==> config.mk <==
export PLATFORM = sky130hd
export DESIGN_NAME = event_scheduler
export DESIGN_NICKNAME = d
export VERILOG_FILES = /design/src/rtl/snn_pkg.sv /design/src/rtl/rr_arbiter.sv /design/src/rtl/event_scheduler.sv
export SDC_FILE = /design/constraint.sdc
export NUM_CORES = 1
export LEC_CHECK = 0
export CAP_MARGIN = 10
export CELL_PAD_IN_SITES_DETAIL_PLACEMENT = 1
export CELL_PAD_IN_SITES_GLOBAL_PLACEMENT = 1
export CORE_UTILIZATION = 38
export DETAILED_ROUTE_END_ITERATION = 10
export GPL_TIMING_DRIVEN = 1
export MAX_ROUTING_LAYER = met4
export PLACE_DENSITY_LB_ADDON = 0.3
export RECOVER_POWER = 25
export SYNTH_ARGS = -nofsm -noshare
export SYNTH_HDL_FRONTEND = slang
export SYNTH_HIERARCHICAL = 1
export SYNTH_SLANG_ARGS = --single-unit
==> constraint.sdc <==
create_clock -name clock -period 5.8 [get_ports clock]
set_input_delay 1.74 -clock clock [delete_from_list [all_inputs] [get_ports clock]]
set_output_delay 1.74 -clock clock [all_outputs]
set_load 0.01 [all_outputs]
==> src/rtl/snn_pkg.sv <==
// Shared definitions for the spiking-network event path.
// Holds the default requester count, event address width and event FIFO
// depth, the event address type, and a helper that sizes index fields.
package snn_pkg;

    localparam int NUM_REQ_DEF = 4;
    localparam int ADDR_W_DEF  = 4;
    localparam int DEPTH_DEF   = 8;

    // Presynaptic event address at the default width.
    typedef logic [ADDR_W_DEF-1:0] evt_addr_t;

    // Width of an index into n items. It is never zero, so a single
    // requester still gets a legal one-bit vector.
    function automatic int idx_width(input int n);
        return (n > 1) ? $clog2(n) : 1;
    endfunction

endpackage

==> src/rtl/rr_arbiter.sv <==
// Round-robin arbiter for event requesters.
// The search for a requester starts at rr_ptr and wraps modulo NUM_REQ.
// The first index found with its request high wins.
// Ports:
//   enable    - when low, no grant is issued (FIFO full, or reset asserted)
//   req       - per-requester request bits
//   rr_ptr    - index where the search starts
//   gnt       - one-hot grant; all zero when there is no winner
//   gnt_idx   - binary index of the winner
//   gnt_valid - a grant was issued
module rr_arbiter
    import snn_pkg::*;
#(
    parameter  int NUM_REQ = NUM_REQ_DEF,
    localparam int IDX_W   = idx_width(NUM_REQ)
) (
    input  logic               enable,
    input  logic [NUM_REQ-1:0] req,
    input  logic [IDX_W-1:0]   rr_ptr,
    output logic [NUM_REQ-1:0] gnt,
    output logic [IDX_W-1:0]   gnt_idx,
    output logic               gnt_valid
);

    int idx;

    always_comb begin
        gnt       = '0;
        gnt_idx   = '0;
        gnt_valid = 1'b0;
        idx       = 0;
        if (enable) begin
            for (int k = 0; k < NUM_REQ; k++) begin
                // rr_ptr is always below NUM_REQ, so one subtraction is enough to wrap.
                idx = int'(rr_ptr) + k;
                if (idx >= NUM_REQ) begin
                    idx = idx - NUM_REQ;
                end
                if (!gnt_valid && req[idx]) begin
                    gnt[idx]  = 1'b1;
                    gnt_idx   = IDX_W'(idx);
                    gnt_valid = 1'b1;
                end
            end
        end
    end

endmodule

==> src/rtl/event_scheduler.sv <==
// Event scheduler: accepts events from NUM_REQ requesters, using round-robin
// arbitration, and queues them in a DEPTH-entry FIFO. The events are then
// dispatched in order to the neuron core.
// Ports:
//   clock, reset   - single clock; asynchronous active-high reset
//   req, req_addr  - per-requester request and address
//                    (requester i uses slice [i*ADDR_W +: ADDR_W])
//   gnt            - one-hot grant; an event moves when req[i] and gnt[i] are both high
//   hold           - core is in its spike/store phase; dispatch is paused
//   out_valid      - the FIFO head is presented to the core
//   out_addr       - the FIFO head address (0 when the FIFO is empty)
//   out_ready      - the core takes the presented event
//   count, full    - FIFO occupancy, and the flag for occupancy == DEPTH
module event_scheduler
    import snn_pkg::*;
#(
    parameter  int NUM_REQ = NUM_REQ_DEF,
    parameter  int ADDR_W  = ADDR_W_DEF,
    parameter  int DEPTH   = DEPTH_DEF,
    localparam int CNT_W   = $clog2(DEPTH) + 1
) (
    input  logic                      clock,
    input  logic                      reset,
    input  logic [NUM_REQ-1:0]        req,
    input  logic [NUM_REQ*ADDR_W-1:0] req_addr,
    output logic [NUM_REQ-1:0]        gnt,
    input  logic                      hold,
    output logic                      out_valid,
    output logic [ADDR_W-1:0]         out_addr,
    input  logic                      out_ready,
    output logic [CNT_W-1:0]          count,
    output logic                      full
);

    localparam int PTR_W = $clog2(DEPTH);
    localparam int IDX_W = idx_width(NUM_REQ);

    logic [IDX_W-1:0]  rr_ptr_q,  rr_ptr_d;
    logic [PTR_W-1:0]  wr_ptr_q,  wr_ptr_d;
    logic [PTR_W-1:0]  rd_ptr_q,  rd_ptr_d;
    logic [CNT_W-1:0]  count_q,   count_d;
    logic [ADDR_W-1:0] mem_q [DEPTH];

    logic [IDX_W-1:0]  gnt_idx;
    logic              gnt_valid;
    logic [ADDR_W-1:0] push_addr;
    logic              push;
    logic              pop;

    assign full = (count_q == CNT_W'(DEPTH));

    // Full blocks grants outright, even when a pop happens in the same
    // cycle. Because of this a push can never land in a slot that is still occupied.
    rr_arbiter #(.NUM_REQ(NUM_REQ)) u_arb (
        .enable    (!full && !reset),
        .req       (req),
        .rr_ptr    (rr_ptr_q),
        .gnt       (gnt),
        .gnt_idx   (gnt_idx),
        .gnt_valid (gnt_valid)
    );

    always_comb begin
        push_addr = '0;
        for (int i = 0; i < NUM_REQ; i++) begin
            if (gnt_idx == IDX_W'(i)) begin
                push_addr = req_addr[i*ADDR_W +: ADDR_W];
            end
        end
    end

    // The arbiter only grants a requesting index, so a grant is a transfer.
    assign push      = gnt_valid;
    assign out_valid = (count_q != '0) && !hold;
    assign out_addr  = (count_q != '0) ? mem_q[rd_ptr_q] : '0;
    assign pop       = out_valid && out_ready;
    assign count     = count_q;

    always_comb begin
        rr_ptr_d = rr_ptr_q;
        if (push) begin
            rr_ptr_d = (gnt_idx == IDX_W'(NUM_REQ - 1)) ? '0 : gnt_idx + IDX_W'(1);
        end
        // DEPTH is a power of two, so the pointers wrap by natural overflow.
        wr_ptr_d = wr_ptr_q + PTR_W'(push);
        rd_ptr_d = rd_ptr_q + PTR_W'(pop);
        count_d  = count_q + CNT_W'(push) - CNT_W'(pop);
    end

    always_ff @(posedge clock or posedge reset) begin
        if (reset) begin
            rr_ptr_q <= '0;
            wr_ptr_q <= '0;
            rd_ptr_q <= '0;
            count_q  <= '0;
        end else begin
            rr_ptr_q <= rr_ptr_d;
            wr_ptr_q <= wr_ptr_d;
            rd_ptr_q <= rd_ptr_d;
            count_q  <= count_d;
        end
    end

    // Storage is not reset. Clearing count_q hides any stale entries.
    always_ff @(posedge clock) begin
        if (push) begin
            mem_q[wr_ptr_q] <= push_addr;
        end
    end

endmodule

======== Word level (Yosys, flattened, before mapping) ========
Memories as Yosys holds them, arrays and structs flattened.
Index checks and enable logic that the tools add are counted.
operators by class
  $lt $le $gt $ge ......................... 12
  equal/unequal tests ..................... 4
  muxes and demuxes ....................... 57
  $add $sub $neg .......................... 12
  bitwise gates (word level) .............. 3
  reductions and logical operators ........ 18
operators by type and width
  cell                     number
  $mux W32                 8
  $ge A32 B1 Y1 const B    4
  $lt A32 B4 Y1 const B    4
  $ge A32 B4 Y1 const B    3
  $sub A32 B4 Y32 const B  3
  $mux W4                  13
  $mux W1                  22
  $mux W2                  6
  $or A4 B4 Y4             3
  $logic_and A1 B1 Y1      10
  $bmux W1 S2              4
  $demux W1 S2             4
  $add A2 B2 Y3 const B    2
  $add A3 B1 Y3            2
  $logic_not A1 Y1         6
  $add A4 B1 Y4            1
  $eq A2 B2 Y1 const B     2
  $eq A4 B4 Y1 const B     1
  $reduce_bool A4 Y1       1
  $sub A2 B3 Y4 const B    1
  $sub A4 B1 Y4            1
  $add A2 B1 Y3 const B    1
  $ge A2 B3 Y1 const B     1
  $add A2 B1 Y2 const B    1
  2 further kinds          2
storage, ports and cells
  register bits after elaboration ......... 12
  logic and storage cells ................. 111
  memories kept ........................... 1
  bits in writable memories ............... 32
  input bits .............................. 24
  output and inout port bits .............. 14
memory list
  name   words  width  rd ports  clocked after Yosys merged registers in  write ports  line                   text
  mem_q  8      4      1         0                                        1            event_scheduler.sv:42  logic [ADDR_W-1:0] mem_q [DEPTH];

======== Logic depth before layout (Yosys ltp) ========
Gate-level depths: netlist of run 1.
  depth after elaboration ................. 26
  mapped depth ............................ 12
  gate-level depth less buffers ........... 11

======== Cells and area by module ========
Netlist of run 1, hierarchy kept.
by module, submodules not included
  module           cells an instance  seq. area each (sq um)  times used  area each (sq um)
  event_scheduler  157                1,261.2                 1           2,118.3
  rr_arbiter       49                 0.0                     1           439.2

======== Worst setup path after synthesis of run 1 ========
OpenSTA, ideal clock, no wires.
  path kind ............................... input to output
  start ................................... input req[2]
  end ..................................... output gnt[0]
  cell stages on the path ................. 4
  buffers on the path ..................... 0
  arrival time ............................ 2.831 ns
  data required time ...................... 4.060 ns
  slack ................................... 1.229 ns
  path through ............................ mux4_2 > nor2_2 > and3_1 > o2bb2ai_1
on the way
  word-level cells in the longest chain between the ends .. 17
  elaborated cells on any way between the ends .. 35
  those cells by class .................... mux (26); bitwise (3); reduce/logical (6)
RTL lines
  what                                         line                   text
  from (decl)                                  event_scheduler.sv:24  input logic [NUM_REQ-1:0] req,
  $bmux W1 S2                                  rr_arbiter.sv:39       if (!gnt_valid && req[idx]) begin
  $mux W1 (implied by the code) (2 in series)  rr_arbiter.sv:39
  $mux W1                                      rr_arbiter.sv:39
  $mux W1                                      rr_arbiter.sv:32       if (enable) begin
  $logic_not A1 Y1                             rr_arbiter.sv:39
  $logic_and A1 B1 Y1                          rr_arbiter.sv:39
  $mux W1                                      rr_arbiter.sv:39
  $mux W1                                      rr_arbiter.sv:32
  $logic_not A1 Y1                             rr_arbiter.sv:39
  $logic_and A1 B1 Y1                          rr_arbiter.sv:39
  $mux W1                                      rr_arbiter.sv:39
  $mux W1                                      rr_arbiter.sv:32
  $logic_not A1 Y1                             rr_arbiter.sv:39
  $logic_and A1 B1 Y1                          rr_arbiter.sv:39
  $mux W4 *                                    rr_arbiter.sv:39
  $mux W4 *                                    rr_arbiter.sv:32
  to (decl)                                    event_scheduler.sv:26  output logic [NUM_REQ-1:0] gnt,
Every way passes the cells marked *; elsewhere a longest branch is shown, timed or not. The select of a mux whose other input is x is not followed.

======== Worst setup path in the final report of run 1 ========
  start ................................... input req[1]
  end ..................................... output gnt[1]
Same word-level chain as after synthesis.

==> impl_metrics.toml, run 1 <==
[grt]
grt_max_degree = 18
track_usage_pct = 16.4
grt_overflow = 0
first_global_vias = 1800
antenna_found_initial = 0
grt_pass1_wl_um = 8870

[detailed_routing]
drtIter0Drc = 43
vias = 1756
routed_wl_um = 5210
drtAntennaViolNets = 0
drt-pass1-iter-count = 4
drt-wirelength-per-cell_um = 15.9
via_per_inst = 5.37
drc = 0

[die]
die_area_mm2 = 0.00706
placementRows = 29
core_region_area_mm2 = 0.00642
die_w_um = 84.0
dieHeight_um = 84.0
io-pin-count = 38
initial_core_util_pct = 39.8

[finish]
layout.nets = 290
final_cell_area_mm2 = 0.00310
n_antenna_cell = 0
area_growth_syn_to_layout_pct = 21.2
drive_gt1_share_pct = 9.20

[clock_network]
clk_latency_ns = 0.29
cts_setup_buffers = 0
cts.reportedPaths.clkPinSlew_ns = 0.08
cts_buffers = 5
cts.path.max_buffers = 2
cts_tree = "yes"
h-tree-depth = 2
holdBufCountCts = 0
clock-root-buffer = "clkbuf_8"
post_cts_resized = 0
clkSinkCount = 44

[placement]
io_buffer_count = 37
dp_hpwl_um = 3970
place_area_mm2 = 0.00299
finalWeightedCongestion = 0.788

[synthesis]
synthAdderAreaFrac_pct = 8.61
synth-seq-cells = 44
synth_compound_area_share_pct = 10.5
synth_top_cells_by_area = "edfxtp_1, dfrtp_1, ha_1"
postSynthCellCount = 206
yosysSeqAreaShare_pct = 49.3
yosys.area_share.simple_pct = 13.1
yosysUniqueCellTypes = 40
syn_nets = 247
synth_xor_xnor_area_share_pct = 2.05
synthTopCellsByCount = "edfxtp_1, mux2i_1, ha_1"
synthArstFlopShare_pct = 27.3
synth-main-ff-cell = "edfxtp_1"
syn-mean-instance-area_um2 = 12.4
syn_area_mm2 = 0.00256
yosys_warnings = 6
synth_most_common_cell = "edfxtp_1"
yosysTopAreaCellShare_pct = 37.6
synth_mux_area_share_pct = 12.4
yosys.area.top_type = "edfxtp_1"
synth_edf_count = 32
synth_top_family_by_area = "simple AND/OR/NAND/NOR gates"

[sta]
setup_viol = 0
rsz0062_at_grt = "no"
final.setup.tns_ns = 0
hold_viol = 0
maxSlewViolCount = 0
finalClockSkew_ns = 0.00708
period_share_pct = 98.5
slew_headroom_pct = 40.4
fin_crit_ns = 5.71
worst_slew_pin_slew_ns = 0.894
clock.fmax_mhz = 175

[power]
p_comb_share_pct = 50.1
swShare_pct = 38.1
p_leak_nw = 1.21
power.density_mw_per_mm2 = 551
p_int_w = 0.00106
clkPwrFrac_pct = 13.3
ir_drop_mv = 0.187
p_seq_share_pct = 36.6
power_switching_w = 0.000651

[critical_path]
crit_end = "gnt[1]"
critPathRequiredTime_ns = 4.06
critPathSlowestCell = "mux4_2"
r2r_cells = 12
end_kind = "primary output"
r2r_end = "mem_q[3][1]"
r2r-start = "rr_ptr_q[0]"
cp.arrival_ns = 3.97
critPathBufInv = 2
crit_path_max_fanout = 7
path_delay_family = "buffers and inverters"
crit_type = "in -> out"
worstSetupStartpoint = "req[1]"
start_kind = "input port"
slowest_delay_ns = 0.56
r2r_setup_slack_ns = 1.83
crit_top_cell = "clkdlybuf4s50_1"
path_cells = "clkdlybuf4s50_1, mux4_2, nor2b_1, and3_1, o2bb2ai_1, clkdlybuf4s50_1"
cp_num_cells = 6

[outcome]
outcome = "completed"

[worst_hold_path]
hold_path.startpoint = "wr_ptr_q[2]"
hold_class = "reg -> reg"

[job]
maxCapViolCount = 0
## cells by family (layout without fill, tap and decap cells)
group,count (synthesis),count (layout)
DFF,44,44
adders and majority gates,17,17
muxes,26,26
buffers and inverters,17,61
and+or+nand+nor,58,58
xor gates and xnor gates,6,6
AOI/OAI and AO/OA,38,38
## worst min-delay path by stage
stage / end / slack (ns) / depth (start not counted)
5_1_grt: wr_ptr_q[2] / 0.52 / 1
2_1_floorplan: wr_ptr_q[2] / 0.45 / 1
6_report: wr_ptr_q[2] / 0.51 / 1
3_5_place_dp: wr_ptr_q[2] / 0.48 / 1
3_3_place_gp: wr_ptr_q[2] / 0.48 / 1
4_1_cts: wr_ptr_q[2] / 0.51 / 1
## state kept, by name, indices dropped and copies added, names as in the netlist
register	cells
rd_ptr_q	3
mem_q	32
count	4
wr_ptr_q	3
rr_ptr_q	2
## worst reg2reg max path, delay by kind of cell, from the launching register on
family	cells	cell delay, ns
multiplexers	1	0.58
adder cells (fa/ha/maj)	2	0.67
AND/OR/NAND/NOR	2	0.39
flip-flops	1	0.76
buffers and inverters	3	0.45
AO/OA/AOI/OAI	4	0.89
## stage by stage
step | util, % | std cells | total power (W) | setup WS, ns | hold WS (ns)
floorplan | - | 206 | 0.00119 | 1.23 | 0.452
global placement | 46.5 | 317 | 0.00147 | 0.123 | 0.477
detailed placement | 46.5 | 317 | 0.00150 | 0.0470 | 0.484
CTS | 48.2 | 325 | 0.00173 | 0.0513 | 0.514
global route | 48.3 | 327 | 0.00184 | 0.00185 | 0.518
finish | 48.3 | 327 | 0.00171 | 0.0880 | 0.508
## power groups by stage
stage,logic [W],registers (W),clock network [W]
2_1_floorplan,0.000620,0.000568,0
6_report,0.000856,0.000625,0.000227
3_5_place_dp,0.000866,0.000635,0
3_3_place_gp,0.000836,0.000631,0
4_1_cts,0.000869,0.000629,0.000233
5_1_grt,0.000954,0.000644,0.000244
## placed cells by master, fill, tap and decap left out, types with 3 or more instances in the layout
cell and n:
mux2_2 3, buf_4 6, o21ai_0 7, o2bb2ai_1 4, dlygate4sd3_1 7, and4_1 4, nand3_1 5, a221oi_1 8
nand2b_1 5, nand2_1 15, inv_1 10, clkbuf_8 5, a21oi_1 10, nor2b_1 7, xor2_1 6, dfrtp_1 12
ha_1 16, nor2_1 11, o31ai_1 3, mux2i_1 19, edfxtp_1 32, mux4_2 3, clkdlybuf4s50_1 30
## layer usage
layer / vias to the layer above / track usage, % / share of wire, %
li1: 853 / - / -
met1: 864 / 21.4 / 49
met2: 32 / 27.0 / 47
met3: 7 / 2.47 / 2.7
met4: 0 / 4.23 / 0.94
met5: - / - / 0
## layout make-up
cell class	instances	area, um^2
Sequential cell	44	1260
Inverter	10	37.5
Clock buffer	6	72.6
Clock inverter	2	35.0
Timing Repair Buffer	43	415
Fill cell	695	3320
Tap cell	77	96.3
Multi-Input combinational cell	145	1180
No activity file was read; power rests on OpenSTA's default activity.
==> run 2, diff against run 1 <==
- GPL_TIMING_DRIVEN: 1 -> 0
==> run 2 against run 1 <==
First-iteration DRC count decreased by 21%. Via count increased by 3.1%. Clock power increased by 41%. Sequential share of layout area decreased by 1.1 points. Fmax increased by 0.56%. Sequential power decreased by 9.9%. Cell area increased by 2.7%.
==> impl_metrics.toml, run 2 (synthesized netlist as in run 1, its figures left out) <==
[critical_path]
cp.arrival_ns = 3.94
crit_path_max_fanout = 7
crit_type = "in -> out"
r2r_setup_slack_ns = 1.27
worstSetupStartpoint = "req[0]"
r2r_cells = 12
critPathRequiredTime_ns = 4.06
end_kind = "primary output"
r2r-start = "rr_ptr_q[1]"
start_kind = "input port"
r2r_end = "mem_q[7][0]"
crit_end = "gnt[3]"

[placement]
dp_hpwl_um = 3970
finalWeightedCongestion = 0.713
io_buffer_count = 37
pre_cts_ws_ns = 0.0350

[grt]
track_usage_pct = 16.4
grt_pass1_wl_um = 8780
antenna_found_initial = 0
grt_max_degree = 15
first_global_vias = 1776
grt_overflow = 0

[sta]
setup_viol = 0
slew_headroom_pct = 29.4
maxSlewViolCount = 0
whs_ns = 0.494
fin_crit_ns = 5.68
fin_ws_ns = 0.120
worst_slew_pin_slew_ns = 1.05
rsz0062_at_grt = "no"
clock.fmax_mhz = 176
period_share_pct = 97.9
finalClockSkew_ns = 0.00534
hold_viol = 0
final.setup.tns_ns = 0

[detailed_routing]
routed_wl_um = 5200
drtIter0Drc = 34
drt-wirelength-per-cell_um = 15.7
drt-pass1-iter-count = 4
via_per_inst = 5.48
vias = 1810
drtAntennaViolNets = 0
drc = 0

[clock_network]
holdBufCountCts = 0
cts.path.max_buffers = 2
cts_tree = "yes"
cts_buffers = 5
clkSinkCount = 44
h-tree-depth = 2
clock-root-buffer = "clkbuf_8"
cts.reportedPaths.clkPinSlew_ns = 0.08
clk_latency_ns = 0.30

[finish]
area_growth_syn_to_layout_pct = 24.5
layout_commonest_cell = "edfxtp_1"
layout_common_cells = "edfxtp_1, clkdlybuf4s50_1, mux2i_1, ha_1, nand2_1"
drive_gt1_share_pct = 10.7
top_register = "mem_q"
layout.nets = 293
n_antenna_cell = 0
largest_reg_flops = 32

[worst_hold_path]
hold_class = "reg -> reg"

[die]
dieHeight_um = 84.0
core_region_area_mm2 = 0.00642
placementRows = 29
initial_core_util_pct = 39.8
die_area_mm2 = 0.00706
io-pin-count = 38
die_w_um = 84.0

[power]
power.density_mw_per_mm2 = 566
p_leak_nw = 1.26
ir_drop_mv = 0.272

[job]
maxCapViolCount = 0

[outcome]
outcome = "completed"
==> run 2: cell count changes in the layout (fill, tap and decap cells not counted), sizes merged <==
| cell | previous run | this run |
|---|---|---|
| buf | 6 | 8 |
| clkinv | 1 | 0 |
| dlymetal6s2s | 0 | 2 |
| bufinv | 1 | 3 |
| clkdlybuf4s50 | 30 | 28 |
==> run 2: critical path, stage by stage <==
cell             delay [ns]
clkdlybuf4s50_1        0.51
mux4_2                 0.58
nor2_2                 0.20
and3_2                 0.24
o2bb2ai_1              0.12
clkdlybuf4s50_1        0.55
==> run 2: timing repair <==
action,4_1_cts,5_1_grt
setup endpoints to repair,0,4
buffers inserted,0,2
resized for setup,0,4
==> run 2: worst min-delay path by stage <==
stage	start	end	slack, ns	cells after the start
floorplan	wr_ptr_q[2]	wr_ptr_q[2]	0.45	1
global placement	wr_ptr_q[2]	wr_ptr_q[2]	0.47	1
detailed placement	wr_ptr_q[2]	wr_ptr_q[2]	0.49	1
CTS	wr_ptr_q[2]	wr_ptr_q[2]	0.50	1
global route	wr_ptr_q[2]	wr_ptr_q[2]	0.54	1
finish	wr_ptr_q[2]	wr_ptr_q[2]	0.49	1
==> run 2: layout make-up <==
type | instances | area, um^2
fill | 682 | 3240
sequential | 44 | 1260
multi-input combinational | 145 | 1170
timing repair buffer | 39 | 390
tap | 77 | 96.3
clock inverter | 3 | 90.1
clock buffer | 5 | 68.8
buffer | 7 | 66.3
inverter | 10 | 37.5
==> run 2: through the flow <==
| stage | cell area [um^2] | power, W | utilization [%] | std cells |
|---|---|---|---|---|
| floorplan | 2560 | 0.00119 | - | 206 |
| global placement | 3020 | 0.00147 | 47.1 | 320 |
| detailed placement | 3020 | 0.00150 | 47.1 | 320 |
| CTS | 3180 | 0.00182 | 49.6 | 328 |
| global route | 3180 | 0.00193 | 49.6 | 330 |
| finish | 3180 | 0.00180 | 49.6 | 330 |
==> run 2: power breakdown <==
group          switching (W)  internal (W)  leakage, nW
combinational       0.000494      0.000427        0.749
clock               0.000105      0.000215       0.0784
sequential         0.0000531      0.000510        0.433
total               0.000652       0.00115         1.26
==> run 2: metal layers <==
layer | wire, um | track usage, %
met5 | 0 | -
met4 | 85 | 6.11
met3 | 142 | 2.77
met2 | 2550 | 26.6
met1 | 2420 | 20.5
==> run 3, diff against run 2 <==
- RECOVER_POWER: 25 -> default
==> run 3 against run 2 <==
Via count fell by 0.61%. Sequential share of layout area is 0.28 points lower. Cell area is 0.71% higher. Sequential cell count unchanged. Power is 0.98% higher. Critical path depth did not move. Sequential power grew 0.9%. Clock-buffer cell count is the same. Largest cell class unchanged. Largest power group unchanged.
==> impl_metrics.toml, run 3 (synthesized netlist as in run 1, its figures left out) <==
[outcome]
outcome = "completed"

[critical_path]
cp.arrival_ns = 3.94
path_delay_family = "buffers and inverters"
slowest_delay_ns = 0.58
critPathSlowestCell = "mux4_2"
end_kind = "primary output"
critPathRequiredTime_ns = 4.06
crit_path_max_fanout = 7
crit_type = "in -> out"
critPathBufInv = 2
path_cells = "clkdlybuf4s50_1, mux4_2, nor2_2, and3_2, o2bb2ai_1, clkdlybuf4s50_1"
start_kind = "input port"
crit_top_cell = "clkdlybuf4s50_1"

[clock_network]
cts.path.max_buffers = 2
clk_latency_ns = 0.30
clock-root-buffer = "clkbuf_8"
h-tree-depth = 2
cts_tree = "yes"
clkSinkCount = 44
cts.reportedPaths.clkPinSlew_ns = 0.08
cts_buffers = 5

[detailed_routing]
drt-pass1-iter-count = 4
drc = 0
drtAntennaViolNets = 0
via_per_inst = 5.45
vias = 1799
drtIter0Drc = 40
drt-wirelength-per-cell_um = 15.8
routed_wl_um = 5210

[finish]
n_fill_cell = 680
stdcell_count = 330
layout_commonest_cell = "clkdlybuf4s50_1"
layout.nets = 293
multiInputGateArea_mm2 = 0.00120
drive_gt1_share_pct = 11.5
layout_common_cells = "clkdlybuf4s50_1, edfxtp_1, mux2i_1, ha_1, nand2_1"
n_antenna_cell = 0
area_growth_syn_to_layout_pct = 25.4
final_cell_area_mm2 = 0.00321
ff_latch_area_mm2 = 0.00126
top_register = "mem_q"
largest_reg_flops = 32

[die]
die_area_mm2 = 0.00706
die_w_um = 84.0
io-pin-count = 38
core_region_area_mm2 = 0.00642
initial_core_util_pct = 39.8
placementRows = 29
dieHeight_um = 84.0

[sta]
final.setup.tns_ns = 0
maxSlewViolCount = 0
period_share_pct = 97.9
slew_headroom_pct = 28.5
hold_viol = 0
setup_viol = 0
finalClockSkew_ns = 0.00597
worst_slew_pin_slew_ns = 1.06
rsz0062_at_grt = "no"
fin_crit_ns = 5.68
clock.fmax_mhz = 176
fin_ws_ns = 0.120

[grt]
grt_overflow = 0
antenna_found_initial = 0
first_global_vias = 1776
grt_max_degree = 15
track_usage_pct = 16.4
grt_pass1_wl_um = 8780

[worst_hold_path]
hold_class = "reg -> reg"

[power]
ir_drop_mv = 0.274
p_total_w = 0.00182
power.density_mw_per_mm2 = 568
p_leak_nw = 1.26

[placement]
dp_hpwl_um = 3970
place_area_mm2 = 0.00302
finalWeightedCongestion = 0.713
pre_cts_ws_ns = 0.0350
io_buffer_count = 37
placed_cells = 320

[job]
maxCapViolCount = 0
## run 3: changes by cell type in the layout (fill, tap and decap cells not counted), sizes merged
cell	before	now
dlygate4sd3	7	0
clkdlybuf4s50	28	35
## run 3: final cells by class
| type | instances | area share (%) |
|---|---|---|
| flip-flops and latches | 44 | 39.3 |
| multi-input cells | 145 | 37.3 |
| repair buffers | 39 | 12.2 |
| well taps | 77 | 3.00 |
| clock inverters | 3 | 2.81 |
| clock buffers | 5 | 2.15 |
| plain buffers | 7 | 2.07 |
| inverters | 10 | 1.17 |
## run 3: timing repair
item,4_1_cts,5_1_grt
endpoints found under the setup margin,0,4
buffers inserted,0,2
resized for setup,0,4
endpoints found under the hold margin,0,0
hold buffers,0,0
## run 3: worst reg2reg max path, delay by kind of cell (launching register included)
kind	cells	cell delay [ns]
AOI/OAI and AO/OA	3	1.36
buffers and inverters	3	0.63
DFF	1	0.40
muxes	1	0.60
and+or+nand+nor	3	0.53
adders and majority gates	2	0.68
## run 3: power by group
| group | leakage (nW) | switching, W | internal (W) |
|---|---|---|---|
| Clock | 0.0784 | 0.000105 | 0.000215 |
| Combinational | 0.754 | 0.000497 | 0.000437 |
| Sequential | 0.433 | 0.0000574 | 0.000510 |
| Total | 1.26 | 0.000659 | 0.00116 |
## run 3: stage by stage
| step | util, % | hold slack [ns] |
|---|---|---|
| CTS | 49.6 | 0.500 |
| global route | 49.9 | 0.540 |
| finish | 49.9 | 0.496 |
| floorplan | - | 0.452 |
| global placement | 47.1 | 0.474 |
| detailed placement | 47.1 | 0.487 |
## run 3: metal layers
metal  GRT usage [%]  up-vias  wire [um]
li1                -      863          -
met1            20.5      893       2400
met2            26.6       38       2580
met3            2.77        5        153
met4            6.11        0         85
met5               -        -          0
## run 3: path summary, 6_finish.rpt
kind	end	slack (ns)	cells after the start	from
setup reg to reg	mem_q[7][0]	1.25	12	rr_ptr_q[1]
min in group asynchronous	count[1]	1.79	2	reset
hold / removal	wr_ptr_q[2]	0.50	1	wr_ptr_q[2]
setup / recovery	gnt[3]	0.12	6	req[0]
max in group asynchronous	count[0]	3.69	2	reset
hold reg to reg	wr_ptr_q[2]	0.50	1	wr_ptr_q[2]
